### src/rtl/n101_spi_phy_ctrl.sv
// n101 SPI master PHY sequencer.
// Accepts one byte operation at a time, generates SCK from a programmable
// divider and shifts the byte out/in over 1, 2 or 4 data lines while driving
// an active-low chip select. A frame is SETUP -> SHIFT -> HOLD, each phase
// built from SCK half-periods of (sckdiv+1) core cycles.
module n101_spi_phy_ctrl #(
    parameter int DIV_W = 12,
    parameter int CS_N  = 4
) (
    input  logic             clock,
    input  logic             reset,
    input  logic [DIV_W-1:0] io_sckdiv,
    input  logic             io_cpol,
    input  logic             io_cpha,
    input  logic             io_op_valid,
    output logic             io_op_ready,
    input  logic [7:0]       io_op_bits_data,
    input  logic [1:0]       io_op_bits_proto,
    input  logic             io_op_bits_dir,
    input  logic             io_op_bits_endian,
    input  logic [1:0]       io_op_bits_csid,
    input  logic             io_op_bits_cshold,
    output logic             io_rx_valid,
    output logic [7:0]       io_rx_bits,
    output logic             io_spi_sck,
    output logic             io_spi_dq_0_o,
    output logic             io_spi_dq_0_oe,
    input  logic             io_spi_dq_0_i,
    output logic             io_spi_dq_1_o,
    output logic             io_spi_dq_1_oe,
    input  logic             io_spi_dq_1_i,
    output logic             io_spi_dq_2_o,
    output logic             io_spi_dq_2_oe,
    input  logic             io_spi_dq_2_i,
    output logic             io_spi_dq_3_o,
    output logic             io_spi_dq_3_oe,
    input  logic             io_spi_dq_3_i,
    output logic             io_spi_cs_0,
    output logic             io_spi_cs_1,
    output logic             io_spi_cs_2,
    output logic             io_spi_cs_3
);

    typedef enum logic [1:0] {IDLE, SETUP, SHIFT, HOLD} state_t;

    state_t state_q, state_d;

    // Frame parameters captured at accept
    logic [DIV_W-1:0] div_q;
    logic             cpha_q;
    logic             dir_q;
    logic             endian_q;
    logic             cshold_q;
    logic [1:0]       proto_q;

    // Shift registers (LSB-first frames are bit-reversed at the edges so the
    // core always works MSB-first)
    logic [7:0] tx_q;
    logic [7:0] rx_sr_q;

    // Control registers
    logic [DIV_W-1:0] dcnt_q;
    logic [3:0]       ecnt_q;
    logic             sck_q;
    logic [CS_N-1:0]  cs_q;
    logic             rx_valid_q;
    logic [7:0]       rx_bits_q;

    logic       accept;
    logic       phase_end;
    logic       last_edge;
    logic [3:0] ecnt_m1;
    logic       edge_first;
    logic       edge_mid;
    logic       lead_ev;
    logic       trail_ev;
    logic       sample_ev;
    logic       shift_ev;

    logic [3:0] beat;
    logic [3:0] oe_pat;
    logic [7:0] tx_shifted;
    logic [7:0] rx_next;
    logic [3:0] dq_i;

    function automatic logic [7:0] bit_rev(input logic [7:0] v);
        logic [7:0] r;
        for (int i = 0; i < 8; i++) r[i] = v[7-i];
        return r;
    endfunction

    // Index of the last SCK half-period: 2*beats-1
    function automatic logic [3:0] last_edge_idx(input logic [1:0] p);
        case (p)
            2'd1:    return 4'd7;
            2'd2:    return 4'd3;
            default: return 4'd15;
        endcase
    endfunction

    assign accept    = io_op_valid && io_op_ready;
    assign phase_end = (dcnt_q == '0);
    assign last_edge = (ecnt_q == 4'd0);
    assign ecnt_m1   = ecnt_q - 4'd1;
    assign dq_i      = {io_spi_dq_3_i, io_spi_dq_2_i, io_spi_dq_1_i, io_spi_dq_0_i};

    // Leading edge opens SHIFT; every later half-period boundary is another
    // edge. The remaining-edge count is odd on leading edges, even on trailing.
    assign edge_first = (state_q == SETUP) && phase_end;
    assign edge_mid   = (state_q == SHIFT) && phase_end && !last_edge;
    assign lead_ev    = edge_first || (edge_mid && ecnt_m1[0]);
    assign trail_ev   = edge_mid && !ecnt_m1[0];
    assign sample_ev  = cpha_q ? trail_ev : lead_ev;
    // cpha=1: the opening leading edge re-presents beat 0, so only later
    // leading edges advance. cpha=0: the final trailing edge has no next beat.
    assign shift_ev   = cpha_q ? (edge_mid && ecnt_m1[0])
                               : (trail_ev && (ecnt_m1 != 4'd0));

    // Per-mode beat selection, output enables and shift/sample updates
    always_comb begin
        beat       = 4'd0;
        oe_pat     = 4'd0;
        tx_shifted = tx_q;
        rx_next    = rx_sr_q;
        case (proto_q)
            2'd1: begin
                beat       = {2'b00, tx_q[7:6]};
                oe_pat     = {2'b00, dir_q, dir_q};
                tx_shifted = {tx_q[5:0], 2'b00};
                rx_next    = {rx_sr_q[5:0], dq_i[1:0]};
            end
            2'd2: begin
                beat       = tx_q[7:4];
                oe_pat     = {4{dir_q}};
                tx_shifted = {tx_q[3:0], 4'b0000};
                rx_next    = {rx_sr_q[3:0], dq_i};
            end
            default: begin
                beat       = {3'b000, tx_q[7]};
                oe_pat     = 4'b0001;
                tx_shifted = {tx_q[6:0], 1'b0};
                rx_next    = {rx_sr_q[6:0], dq_i[1]};
            end
        endcase
    end

    // Next-state: each phase ends when the divider reaches zero
    always_comb begin
        state_d = state_q;
        case (state_q)
            IDLE:    if (accept) state_d = SETUP;
            SETUP:   if (phase_end) state_d = SHIFT;
            SHIFT:   if (phase_end && last_edge) state_d = HOLD;
            HOLD:    if (phase_end) state_d = IDLE;
            default: state_d = IDLE;
        endcase
    end

    // State register
    always_ff @(posedge clock or posedge reset) begin
        if (reset) state_q <= IDLE;
        else       state_q <= state_d;
    end

    // Divider, edge counter, SCK, chip selects and received-byte strobe
    always_ff @(posedge clock or posedge reset) begin
        if (reset) begin
            dcnt_q     <= '0;
            ecnt_q     <= 4'd0;
            sck_q      <= 1'b0;
            cs_q       <= '1;
            rx_valid_q <= 1'b0;
            rx_bits_q  <= 8'd0;
        end else begin
            rx_valid_q <= 1'b0;
            if (accept) begin
                dcnt_q <= io_sckdiv;
                sck_q  <= io_cpol;
                cs_q   <= ~({{(CS_N-1){1'b0}}, 1'b1} << io_op_bits_csid);
            end else if (state_q != IDLE) begin
                dcnt_q <= phase_end ? div_q : dcnt_q - 1'b1;
            end
            if (edge_first) begin
                ecnt_q <= last_edge_idx(proto_q);
                sck_q  <= ~sck_q;
            end else if (edge_mid) begin
                ecnt_q <= ecnt_m1;
                sck_q  <= ~sck_q;
            end
            if ((state_q == HOLD) && phase_end) begin
                rx_valid_q <= 1'b1;
                rx_bits_q  <= endian_q ? bit_rev(rx_sr_q) : rx_sr_q;
                if (!cshold_q) cs_q <= '1;
            end
        end
    end

    // Frame capture and data shifting
    always_ff @(posedge clock) begin
        if (accept) begin
            div_q    <= io_sckdiv;
            cpha_q   <= io_cpha;
            dir_q    <= io_op_bits_dir;
            endian_q <= io_op_bits_endian;
            cshold_q <= io_op_bits_cshold;
            proto_q  <= io_op_bits_proto;
            tx_q     <= io_op_bits_endian ? bit_rev(io_op_bits_data) : io_op_bits_data;
        end else begin
            if (shift_ev)  tx_q    <= tx_shifted;
            if (sample_ev) rx_sr_q <= rx_next;
        end
    end

    assign io_op_ready = (state_q == IDLE);
    assign io_rx_valid = rx_valid_q;
    assign io_rx_bits  = rx_bits_q;
    assign io_spi_sck  = (state_q == IDLE) ? io_cpol : sck_q;

    assign {io_spi_dq_3_o, io_spi_dq_2_o, io_spi_dq_1_o, io_spi_dq_0_o} =
        (state_q == IDLE) ? 4'd0 : beat;
    assign {io_spi_dq_3_oe, io_spi_dq_2_oe, io_spi_dq_1_oe, io_spi_dq_0_oe} =
        (state_q == IDLE) ? 4'd0 : oe_pat;

    assign io_spi_cs_0 = cs_q[0];
    assign io_spi_cs_1 = cs_q[1];
    assign io_spi_cs_2 = cs_q[2];
    assign io_spi_cs_3 = cs_q[3];

endmodule

### config.mk
export PLATFORM = sky130hd
export DESIGN_NAME = n101_spi_phy_ctrl
export DESIGN_NICKNAME = d
export VERILOG_FILES = /design/src/rtl/n101_spi_phy_ctrl.sv
export SDC_FILE = /design/constraint.sdc
export NUM_CORES = 1
export LEC_CHECK = 0
export CAP_MARGIN = 0
export CELL_PAD_IN_SITES_DETAIL_PLACEMENT = 1
export CELL_PAD_IN_SITES_GLOBAL_PLACEMENT = 1
export CORE_MARGIN = 4
export CORE_UTILIZATION = 42
export DETAILED_ROUTE_END_ITERATION = 8
export PLACE_DENSITY_LB_ADDON = 0.25
export SLEW_MARGIN = 5
export SYNTH_ARGS = -nofsm -noshare
export SYNTH_HDL_FRONTEND = slang
export SYNTH_SLANG_ARGS = --single-unit
### constraint.sdc
create_clock -name clock -period 2.9 [get_ports clock]
set_clock_uncertainty 0.1 [all_clocks]
set_input_delay 0.29 -clock clock [delete_from_list [all_inputs] [get_ports clock]]
set_output_delay 0.29 -clock clock [all_outputs]
set_load 0.01 [all_outputs]
==> impl_metrics.toml <==
[grt]
track_usage_pct = 20.1
grt-ovfl-total = 0
grt_start_max_net_pins = 22
antenna_found_initial = 0
grt_pass1_wl_um = 15900
grt_pass1_vias = 3109

[synth]
yosys_warnings = 0
syn_area_mm2 = 0.00357
async_flop_share_pct = 48.5
ys_seq_elements = 66
synth_flop_cell = "edfxtp_1"
syn_nets = 381
synth_edf_count = 34
syn-mean-instance-area_um2 = 10.7
syn_inst = 334
yosysSeqAreaShare_pct = 51.1
synth_cell_types = 49

[finish]
nets = 443
design_area_mm2 = 0.00454
area_growth_pct = 27.1
drive_gt1_share_pct = 11.5
diodes = 0
fillers = 908

[timing]
fin_tns_setup_ns = 0
fin_crit_ns = 2.62
tightest_slew_ns = 0.792
setup_viol = 0
finalMaxSlewViolations = 0
max_clock_freq_mhz = 382
rsz0062_at_grt = "no"
slew_headroom_pct = 47.1
period_share_pct = 90.4
finalHoldViolations = 0

[setup_path]
path_class = "register to output port"
cpPeakStageDelay_ns = 0.59
cp_num_buf_inv = 2
crit_arrival_ns = 2.23
crit_family = "buffers and inverters"
path_cells = "inv_1 > ha_2 > o21ai_0 > nor3_1 > clkdlybuf4s50_1"
critPathRequiredTime_ns = 2.51
cp-end-kind = "output port"
rr_worst_depth = 7
cp_max_fo = 17
rrSetupSlack_ns = 0.34
critPathLaunchType = "register"
crit_slowest_cell = "clkdlybuf4s50_1"
timing.rr.start = "ecnt_q[0]$_DFFE_PP0P_"
timing.rr.end = "rx_sr_q[3]$_DFFE_PP_"

[route]
top_layer = "met4"
dr.pass1.iters = 4
met2_length_um = 4550
wirelength_um = 9520
met3_length_um = 377
drt_iter0_markers = 158
wl_met1_um = 4450
routedWlPerCell_um = 18.8
drc = 0
routed_via_density = 5.75
via_count = 2910
final_antenna_net_count = 0

[die]
core_area_mm2 = 0.00826
io_pins = 59
rows = 33
die_h_um = 100
die_area_mm2 = 0.0100
start_util_pct = 43.3
fp.dieW_um = 100

[placement]
io_buffers = 58
place_congestion = 0.814
placed_area_mm2 = 0.00429
dp_hpwl_um = 6950

[clock_tree]
clk_latency_ns = 0.34
cts.htree.levels = 3
numCtsBuffers = 9
cts_setup_buffers = 0
cts_root_buf = "clkbuf_8"
cts_buffer_depth = 2
cts.sinks = 66
clkTransAtPathRegs_ns = 0.08
cts_tree = "yes"

[pwr]
ir_worst_vdd_uv = 329
power-per-cell-area_mw_per_mm2 = 827
power_w = 0.00375
p_leak_nw = 1.77

[status]
outcome = "complete, no violations"

[worst_hold_path]
hold_class = "primary input to asynchronous set/reset pin"

[flow_run]
maxCapViolCount = 0
==> logic make-up after synthesis <==
kind of cell               after synthesis  share of synthesized area (%)
AOI/OAI and AO/OA                       95                           16.9
muxes                                   30                           8.48
and+or+nand+nor                         89                           13.6
DFF                                     66                           51.1
adders and majority gates               11                           3.85
xor gates and xnor gates                 8                           1.96
buffers and inverters                   35                           4.10
==> cell usage after synthesis, types with 4 or more instances <==
cell	number	area [µm²]
o21ai_0	34	170
nor3_1	10	50.1
a211oi_1	6	45.0
dfstp_2	4	105
ha_1	11	138
dfrtp_1	28	701
xnor2_1	5	43.8
nor2_1	23	86.3
inv_1	15	56.3
a221oi_1	5	43.8
edfxtp_1	34	1020
buf_1	4	15.0
nand3_1	4	20.0
nand2_1	30	113
clkbuf_1	13	48.8
o211ai_1	4	30.0
mux2i_1	28	280
a21oi_1	17	85.1
a22oi_1	11	82.6
==> layer usage <==
metal | GRT usage [%] | vias to the layer above
met3 | 3.61 | 14
met1 | 27.4 | 1470
met4 | 6.94 | 0
met5 | 0 | -
met2 | 32.2 | 71
li1 | - | 1355
==> flip-flops by register name (all words and copies together) (netlist names) <==
name         count
proto_q          2
endian_q         1
ecnt_q           4
rx_sr_q          8
dir_q            1
sck_q            1
div_q           12
io_rx_bits       8
state_q          2
cpha_q           1
dcnt_q          12
cshold_q         1
cs_q             4
io_rx_valid      1
tx_q             8
==> where the power goes <==
| group | leakage [nW] | internal, W | switching [W] |
|---|---|---|---|
| registers | 0.708 | 0.00125 | 0.000209 |
| logic | 0.940 | 0.000618 | 0.000734 |
| clock network | 0.125 | 0.000563 | 0.000382 |
==> what timing repair did <==
action	in CTS	in global routing
endpoints found under the setup margin	0	6
resized for setup	0	2
hold buffers	0	0
==> stage by stage <==
step	setup WS (ns)	util (%)	cells	hold WS [ns]
after floorplan	0.349	-	334	0.289
after global placement	0.487	52.0	490	0.363
after detailed placement	0.375	52.0	490	0.380
after CTS	0.0496	54.9	506	0.312
after global routing	0.135	55.0	506	0.368
final	0.280	55.0	506	0.294
==> layout by cell type (no fill, tap or decap), types with 6 or more instances in the layout <==
cell             count
clkdlybuf4s50_1     58
o21ai_0             34
edfxtp_1            34
nand2_1             30
mux2i_1             28
dfrtp_1             28
nor2_1              23
a21oi_1             17
inv_1               15
buf_4               13
a22oi_1             11
nor3_1              10
clkbuf_8            10
ha_1                 9
a211oi_1             6
==> how the worst max path moves through the flow <==
stage / slack [ns] / endpoint / from / cells after the start
2_1_floorplan: 0.35 / rx_sr_q[0]$_DFFE_PP_ / state_q[0]$_DFFE_PP0P_ / 7
3_5_place_dp: 0.37 / rx_sr_q[3]$_DFFE_PP_ / ecnt_q[0]$_DFFE_PP0P_ / 7
6_report: 0.28 / io_spi_dq_1_oe / proto_q[0]$_DFFE_PP_ / 5
5_1_grt: 0.13 / io_spi_dq_2_oe / state_q[0]$_DFFE_PP0P_ / 5
4_1_cts: 0.05 / io_spi_dq_1_oe / proto_q[0]$_DFFE_PP_ / 5
3_3_place_gp: 0.49 / rx_sr_q[2]$_DFFE_PP_ / ecnt_q[0]$_DFFE_PP0P_ / 7
==> final cells by class <==
type                    count  area, µm²  area share, %
multi-input cells         233       1600           35.3
inverters                  15       56.3           1.24
clock inverters             5       82.6           1.82
well taps                 105        131           2.89
repair buffers             71        678           14.9
clock buffers              11        163           3.58
flip-flops and latches     66       1830           40.2
Power figures use the tool's default switching activity.
